### src/rtl/framebuffer_scanout.sv
// framebuffer_scanout: raster timing generator with integer-upscaled framebuffer readout.
// Define FRAMEBUFFER_SCANOUT_TEST_PATTERN_EN to add a colour-bar override input (test_pattern).
module framebuffer_scanout #(
    parameter int unsigned DISPLAY_WIDTH         = 100,
    parameter int unsigned DISPLAY_HEIGHT        = 100,
    parameter int unsigned FRAMEBUFFER_DATA_BITS = 16,
    parameter int unsigned FRAMEBUFFER_ADDR_BITS = $clog2(DISPLAY_WIDTH * DISPLAY_HEIGHT),
    parameter int unsigned PIXEL_SCALE           = 4,
    parameter logic [FRAMEBUFFER_DATA_BITS-1:0] BORDER_COLOR = '0,
    parameter int unsigned H_ACTIVE              = 640,
    parameter int unsigned H_FRONT               = 16,
    parameter int unsigned H_SYNC                = 96,
    parameter int unsigned H_BACK                = 48,
    parameter int unsigned V_ACTIVE              = 480,
    parameter int unsigned V_FRONT               = 10,
    parameter int unsigned V_SYNC                = 2,
    parameter int unsigned V_BACK                = 33
) (
    input  logic                             clk,
    input  logic                             rst,
`ifdef FRAMEBUFFER_SCANOUT_TEST_PATTERN_EN
    input  logic                             test_pattern,
`endif
    output logic [FRAMEBUFFER_ADDR_BITS-1:0] framebuffer_rd_addr,
    input  logic [FRAMEBUFFER_DATA_BITS-1:0] framebuffer_rd_data,
    output logic [FRAMEBUFFER_DATA_BITS-1:0] pixel_data,
    output logic                             hsync,
    output logic                             vsync,
    output logic                             de,
    output logic                             vblank,
    output logic                             frame_start
);

    localparam int unsigned H_TOTAL = H_ACTIVE + H_FRONT + H_SYNC + H_BACK;
    localparam int unsigned V_TOTAL = V_ACTIVE + V_FRONT + V_SYNC + V_BACK;
    localparam int unsigned HW      = $clog2(H_TOTAL);
    localparam int unsigned VW      = $clog2(V_TOTAL);
    localparam int unsigned SW      = (PIXEL_SCALE > 1) ? $clog2(PIXEL_SCALE) : 1;
    localparam int unsigned CW      = $clog2(DISPLAY_WIDTH + 1);
    localparam int unsigned RW      = $clog2(DISPLAY_HEIGHT + 1);
    localparam int unsigned AW      = FRAMEBUFFER_ADDR_BITS;
    localparam int unsigned DW      = FRAMEBUFFER_DATA_BITS;

    typedef enum logic [1:0] {HAct, HFp, HSync, HBp} h_state_e;
    typedef enum logic [1:0] {VAct, VFp, VSync, VBp} v_state_e;

    h_state_e      h_state_q, h_state_d;
    v_state_e      v_state_q, v_state_d;
    logic [HW-1:0] h_cnt_q, h_cnt_d;
    logic [VW-1:0] v_cnt_q, v_cnt_d;
    logic [SW-1:0] col_sub_q, col_sub_d, row_sub_q, row_sub_d;
    logic [CW-1:0] col_q, col_d;
    logic [RW-1:0] row_q, row_d;
    logic [AW-1:0] row_base_q, row_base_d, rd_addr_d;
    logic          line_end, in_img, in_img_d;

    // Pipeline stage between counters and output registers.
    logic          de_p, hsync_p, vsync_p, vblank_p, fs_p, img_p;
    logic [DW-1:0] img_pixel;

    function automatic logic in_image(h_state_e hs, v_state_e vs, logic [CW-1:0] c,
                                      logic [RW-1:0] r);
        return (hs == HAct) && (vs == VAct) && (c < CW'(DISPLAY_WIDTH)) &&
               (r < RW'(DISPLAY_HEIGHT));
    endfunction

    always_comb begin
        h_state_d  = h_state_q;
        v_state_d  = v_state_q;
        h_cnt_d    = h_cnt_q + HW'(1);
        v_cnt_d    = v_cnt_q;
        col_sub_d  = col_sub_q + SW'(1);
        col_d      = col_q;
        row_sub_d  = row_sub_q;
        row_d      = row_q;
        row_base_d = row_base_q;
        line_end   = (h_cnt_q == HW'(H_TOTAL - 1));

        unique case (h_state_q)
            HAct:    if (h_cnt_q == HW'(H_ACTIVE - 1)) h_state_d = HFp;
            HFp:     if (h_cnt_q == HW'(H_ACTIVE + H_FRONT - 1)) h_state_d = HSync;
            HSync:   if (h_cnt_q == HW'(H_ACTIVE + H_FRONT + H_SYNC - 1)) h_state_d = HBp;
            HBp:     if (line_end) h_state_d = HAct;
            default: h_state_d = HAct;
        endcase

        // Column saturates one past the image so the image test is a simple compare.
        if (col_sub_q == SW'(PIXEL_SCALE - 1)) begin
            col_sub_d = '0;
            if (col_q != CW'(DISPLAY_WIDTH)) col_d = col_q + CW'(1);
        end

        if (line_end) begin
            h_cnt_d   = '0;
            col_sub_d = '0;
            col_d     = '0;
            v_cnt_d   = v_cnt_q + VW'(1);
            row_sub_d = row_sub_q + SW'(1);
            if (row_sub_q == SW'(PIXEL_SCALE - 1)) begin
                row_sub_d = '0;
                if (row_q != RW'(DISPLAY_HEIGHT)) begin
                    row_d      = row_q + RW'(1);
                    row_base_d = row_base_q + AW'(DISPLAY_WIDTH);
                end
            end
            unique case (v_state_q)
                VAct:  if (v_cnt_q == VW'(V_ACTIVE - 1)) v_state_d = VFp;
                VFp:   if (v_cnt_q == VW'(V_ACTIVE + V_FRONT - 1)) v_state_d = VSync;
                VSync: if (v_cnt_q == VW'(V_ACTIVE + V_FRONT + V_SYNC - 1)) v_state_d = VBp;
                VBp: begin
                    if (v_cnt_q == VW'(V_TOTAL - 1)) begin
                        v_state_d  = VAct;
                        v_cnt_d    = '0;
                        row_sub_d  = '0;
                        row_d      = '0;
                        row_base_d = '0;
                    end
                end
                default: v_state_d = VAct;
            endcase
        end

        // Address is registered alongside the counters so it matches the current position.
        in_img_d  = in_image(h_state_d, v_state_d, col_d, row_d);
        rd_addr_d = in_img_d ? (row_base_d + AW'(col_d)) : '0;
        in_img    = in_image(h_state_q, v_state_q, col_q, row_q);
    end

    always_ff @(posedge clk) begin
        if (rst) begin
            h_state_q           <= HAct;
            v_state_q           <= VAct;
            h_cnt_q             <= '0;
            v_cnt_q             <= '0;
            col_sub_q           <= '0;
            col_q               <= '0;
            row_sub_q           <= '0;
            row_q               <= '0;
            row_base_q          <= '0;
            framebuffer_rd_addr <= '0;
        end else begin
            h_state_q           <= h_state_d;
            v_state_q           <= v_state_d;
            h_cnt_q             <= h_cnt_d;
            v_cnt_q             <= v_cnt_d;
            col_sub_q           <= col_sub_d;
            col_q               <= col_d;
            row_sub_q           <= row_sub_d;
            row_q               <= row_d;
            row_base_q          <= row_base_d;
            framebuffer_rd_addr <= rd_addr_d;
        end
    end

`ifdef FRAMEBUFFER_SCANOUT_TEST_PATTERN_EN
    localparam int unsigned REP = (DW + 2) / 3;
    logic [2:0]       bar_p;
    logic [3*REP-1:0] bar_rep;

    always_ff @(posedge clk) begin
        if (rst) bar_p <= '0;
        else     bar_p <= 3'(col_q);
    end

    assign bar_rep = {REP{bar_p}};

    always_comb begin
        img_pixel = framebuffer_rd_data;
        if (test_pattern) img_pixel = bar_rep[DW-1:0];
    end
`else
    assign img_pixel = framebuffer_rd_data;
`endif

    always_ff @(posedge clk) begin
        if (rst) begin
            de_p     <= 1'b0;
            hsync_p  <= 1'b1;
            vsync_p  <= 1'b1;
            vblank_p <= 1'b0;
            fs_p     <= 1'b0;
            img_p    <= 1'b0;
        end else begin
            de_p     <= (h_state_q == HAct) && (v_state_q == VAct);
            hsync_p  <= (h_state_q != HSync);
            vsync_p  <= (v_state_q != VSync);
            vblank_p <= (v_state_q != VAct);
            fs_p     <= (h_cnt_q == '0) && (v_cnt_q == '0);
            img_p    <= in_img;
        end
    end

    always_ff @(posedge clk) begin
        if (rst) begin
            pixel_data  <= '0;
            hsync       <= 1'b1;
            vsync       <= 1'b1;
            de          <= 1'b0;
            vblank      <= 1'b0;
            frame_start <= 1'b0;
        end else begin
            hsync       <= hsync_p;
            vsync       <= vsync_p;
            de          <= de_p;
            vblank      <= vblank_p;
            frame_start <= fs_p;
            if (img_p)     pixel_data <= img_pixel;
            else if (de_p) pixel_data <= BORDER_COLOR;
            else           pixel_data <= '0;
        end
    end

endmodule
### config.mk
export PLATFORM = sky130hd
export DESIGN_NAME = framebuffer_scanout
export DESIGN_NICKNAME = d
export VERILOG_FILES = /design/src/rtl/framebuffer_scanout.sv
export SDC_FILE = /design/constraint.sdc
export NUM_CORES = 1
export LEC_CHECK = 0
export BUFFER_PORTS_ARGS = -buffer_cell sky130_fd_sc_hd__buf_2
export CAP_MARGIN = 20
export CORE_UTILIZATION = 31
export CTS_CLUSTER_SIZE = 16
export DETAILED_ROUTE_END_ITERATION = 6
export GPL_TIMING_DRIVEN = 0
export PLACE_DENSITY_LB_ADDON = 0.08
export RECOVER_POWER = 25
export SETUP_SLACK_MARGIN = 0.3
export SLEW_MARGIN = 20
export SYNTH_ARGS = -nofsm -noshare
export SYNTH_HDL_FRONTEND = slang
export SYNTH_SLANG_ARGS = --single-unit
export TNS_END_PERCENT = 100
### constraint.sdc
create_clock -name clk -period 4.4 [get_ports clk]
set_input_delay 0.22 -clock clk [delete_from_list [all_inputs] [get_ports clk]]
set_output_delay 0.22 -clock clk [all_outputs]
set_load 0.01 [all_outputs]
# == Word-level counts from Yosys, hierarchy flattened ==
# Cells that the tools add are included.
# totals
register_bits,97
latch_bits,0
ramBits,0
mem_bits_ro,0
input_bits,18
mem_count,0
# op_classes
add_sub_neg,8
mul,0
div_mod_pow,0
magnitude_cmp,4
n_eq_ne,20
shift,0
mux,29
n_bitwise,2
reduce_logical,18
# ops
operator,n
$mux 14,5
$mux 7,8
$eq 10x10->1 const B,5
$eq 10x9->1 const B,3
$lt 7x7->1 const B,4
$mux 2,12
$add 10x1->10 const B,2
$logic_not 10->1,2
$mux 10,2
$pmux 2 s4,2
$add 14x7->14,1
$add 14x7->14 const B,1
$add 7x1->7 const B,2
$ne 7x7->1 const B,2
$eq 2x2->1 const B,6
$logic_not 2->1,4
$logic_and 1x1->1,7
$reduce_or 2->1,3
$add 2x1->2 const B,2
$eq 2x1->1 const B,2
$ne 2x2->1 const B,2
$reduce_or 3->1,1
$not 1->1,2
$reduce_bool 2->1,1

# == Depth between registers and ports, before layout ==
# logic_depth
ltp_word,10
ltp_mapped,18
depth_no_buf,16

# == Worst setup path before layout ==
# OpenSTA, ideal clock, no wires.
# synth_timing
path_kind,reg-to-reg
startpoint,register h_cnt_q[0]
endpoint,register framebuffer_rd_addr[12]
setup_time_ps,71
arrival_ps,3442
required_ps,4329
setup_slack_ps,887
stages_incl_launch_ff,19
n_path_buf,4
period_less_slack_ps,3513
cell_sequence,dfxtp_1 > ha_1 > and4_1 > clkbuf_1 > and3_1 > clkbuf_2 > buf_2 > and2_1 > clkbuf_1 > nor2_1 > ha_1 > fa_1 > a21o_1 > a21oi_1 > o21ai_0 > nand2_1 > nor2_1 > a211o_1 > a21oi_1
# synth_between
elab_cells_between_ends,23
cone_classes,1 x add/sub; 2 x order compare; 4 x eq/ne; 9 x mux; 1 x bitwise; 6 x reduce/logical
# synth_rtl
element,line_no,text
start: declaration,49,"logic [HW-1:0] h_cnt_q, h_cnt_d;"
start signal: assignment,144,h_cnt_q <= h_cnt_d;
$eq 10x10->1,77,line_end = (h_cnt_q == HW'(H_TOTAL - 1));
$mux 14,93,if (line_end) begin
via row_base_d[0],54,"logic [AW-1:0] row_base_q, row_base_d, rd_addr_d;"
$add 14x7->14,125,rd_addr_d = in_img_d ? (row_base_d + AW'(col_d)) : '0;
end signal: assignment,151,framebuffer_rd_addr <= rd_addr_d;
end: declaration,24,"output logic [FRAMEBUFFER_ADDR_BITS-1:0] framebuffer_rd_addr,"
# The timed path passes the listed nets, and every way through them passes these cells.
# A chain may end at the register's enable or synchronous reset.

# == Worst setup path after layout ==
# Ends and elaborated chain as after synthesis.

==> impl_metrics.csv <==
group,metric,value,unit
job,maxCapViolations,0,
synthesis,syn_area_per_cell,8.86,sq um
worst_setup_path,crit_arrival,4050,ps
timing,finalMaxSlewViolations,0,
synthesis,postSynthCellCount,496,
layout,final_area,0.00517,sq mm
worst_setup_path,crit_buf_inv,4,
worst_setup_path,crit_chain,"ha_1 -> and4_1 -> clkbuf_2 -> and3_1 -> clkbuf_2 -> buf_6 -> and2_1 -> clkbuf_4 -> nor2_1 -> ha_1 -> fa_1 -> a21o_1 -> a21oi_2 -> o21ai_0 -> nand2_1 -> nor2_1 -> a211o_1 -> a21oi_1",
floorplan,die_y,121,microns
clocking,h-tree-depth,3,
route,via_count,3562,
placed_design,hpwl,7500,microns
global_route,first_global_vias,3303,
route,drt_wl_total,10100,microns
synthesis,synth_area_leader_cell,"dfxtp_1",
min_path,hp-class,"in -> reg",
worst_setup_path,reg2reg_depth,18,
placed_design,placed_area,0.00488,sq mm
route,wl_per_cell,13.6,microns
layout,synthToLayoutAreaGrowth,17.8,%
timing,rsz0062_at_grt,"no",
synthesis,ys_ff_latch,97,
worst_setup_path,max_stage_delay,410,ps
worst_setup_path,startpoint_type,"register",
route,drtAntennaViolNets,0,
timing,slew_headroom,51.0,%
global_route,grt_use_total,14.7,%
placed_design,port_buffers,52,
worst_setup_path,crit_slowest_cell,"fa_1",
synthesis,synth_nets,534,
layout,layout-drive-gt1-share,12.2,%
clocking,clockBufferDepth,2,
layout,final_nets,600,
worst_setup_path,critical_path_class,"reg -> reg",
global_route,grt_pass1_wl,16400,microns
worst_setup_path,cp_top_family,"compound AO/OA/AOI/OAI gates",
global_route,antenna_found_initial,0,
synthesis,syn-cell-area,0.00439,sq mm
worst_setup_path,worst-endpoint-required,4670,ps
floorplan,core_area,0.0138,sq mm
synthesis,synth_top_cell_area_share,44.2,%
layout,diodes,0,
route,drt-initial-drc-count,126,
timing,period_share,85.8,%
worst_setup_path,end_kind,"register",
synthesis,synth_flop_cell,"dfxtp_1",
synthesis,synth.distinct_cells,57,
layout,final_core_util,37.4,%
floorplan,start_util,31.8,%
status,outcome,"finished clean",
placed_design,routabilityCongestion,0.766,
floorplan,fp.dieArea,0.0147,sq mm
clocking,clock_latency,350,ps
worst_setup_path,path_max_fanout,10,
timing,tightest_slew,726,ps
clocking,cts_sinks,97,
synthesis,synthMostInstantiatedCell,"dfxtp_1",
synthesis,async_reset_ff_share,0,%
global_route,grt_max_degree,15,
timing,report.final.hold_viol_count,0,
global_route,globalRouteOverflowTotal,0,
synthesis,synth_common_cells,"dfxtp_1 (97), nor2_1 (84), nand2_1 (28)",
clocking,root_buffer,"clkbuf_16",
synthesis,synth_edf_count,0,
clocking,cts_tree,"yes",
min_path,worstHoldPathCells,2,
timing,tns,0,ps
floorplan,ios,53,
route,first_pass_iters,4,
worst_setup_path,cp.depth,18,
timing,setup_violations,0,
floorplan,die_w,121,microns
floorplan,rows,43,
timing,fin_skew,7.03,ps
clocking,numCtsBuffers,9,
power,p_leak,2.05,nW
synthesis,netlist_top_cells_area,"dfxtp_1 (44%), nor2_1 (7.2%), ha_1 (5.4%), xor2_1 (4.2%), xnor2_1 (3.8%)",
route,drc,0,
route,viasPerCell,4.77,
timing,finalCriticalPeriod,3780,ps
clocking,clk_pin_slew,60,ps
power,irDropWorstVdd,0.141,mV
power,powerDensity,326,mW/mm^2
timing,clock.fmax,265,MHz
synthesis,ys_seq_area_share,44.2,%
synthesis,yosysWarnings,0,
power breakdown:
| group | total (W) | switching (W) | leakage [nW] | internal (W) |
|---|---|---|---|---|
| Clock | 0.000724 | 0.000324 | 0.131 | 0.000400 |
| Combinational | 0.0000628 | 0.0000371 | 1.14 | 0.0000257 |
| Sequential | 0.000899 | 0.00000576 | 0.786 | 0.000893 |
path summary, 6_finish.rpt:
check                         startpoint                      end  slack, ps
setup reg to reg              h_cnt_q[0]  framebuffer_rd_addr[12]        620
hold / removal    framebuffer_rd_data[7]            pixel_data[7]         70
setup / recovery              h_cnt_q[0]  framebuffer_rd_addr[12]        620
hold reg to reg                  vsync_p                    vsync        420
sequential cells by signal, indices dropped and copies added (netlist names), 2 cells and up:
name                 flops
row_base_q              14
framebuffer_rd_addr     14
v_state_q                2
h_cnt_q                 10
row_q                    7
col_sub_q                2
row_sub_q                2
h_state_q                2
pixel_data              16
col_q                    7
v_cnt_q                 10
repair_timing:
item                       4_1_cts  5_1_grt
gates resized for setup          4       10
hold buffers                     0        0
setup endpoints to repair        8        8
pin swaps                        0        1
setup buffers                    0        3
metrics by stage:
step           hold slack [ps]  setup slack, ps  power, W  std cells
3_3_place_gp               400            -5.53  0.000984        728
4_1_cts                   56.8              241   0.00172        744
3_5_place_dp               398             18.9  0.000985        728
6_report                  73.2              625   0.00169        747
2_1_floorplan              342              887  0.000956        496
5_1_grt                   60.9              329   0.00177        747
cell type report:
cell class / instances / area, sq um
Buffer: 21 / 104
Clock buffer: 14 / 254
Clock inverter: 2 / 13.8
Fill cell: 1476 / 8650
Inverter: 17 / 63.8
Multi-Input combinational cell: 361 / 2320
Sequential cell: 97 / 1940
Tap cell: 180 / 225
Timing Repair Buffer: 55 / 254
cell usage in the layout (no fill, tap or decap), types with 6 or more instances in the layout:
master / count
nand4_1: 17
inv_1: 17
a21o_1: 6
nand2_1: 28
buf_2: 29
and2_1: 15
nor2_1: 84
ha_1: 19
clkbuf_1: 40
xor2_1: 21
o21ai_0: 15
nor2b_1: 7
dfxtp_1: 97
clkbuf_16: 9
a21oi_1: 11
nor3_1: 23
nand3_1: 14
xnor2_1: 19
cells by family after synthesis:
| group | share of synthesized area, % |
|---|---|
| flip-flops | 44.2 |
| buffers and inverters | 3.47 |
| AO/OA/AOI/OAI | 9.88 |
| AND/OR/NAND/NOR | 27.9 |
| XOR/XNOR | 7.98 |
| adder cells (fa/ha/maj) | 5.87 |
| multiplexers | 0.712 |
metal layers:
metal	vias to the layer above	share of wire (%)	global-route usage [%]
met5	-	0	0
met4	0	1.4	7.79
met3	10	4.2	3.15
met2	67	43	22.1
met1	1641	51	19.7
li1	1844	-	-
Note: power is estimated with default switching activity, not from simulation.
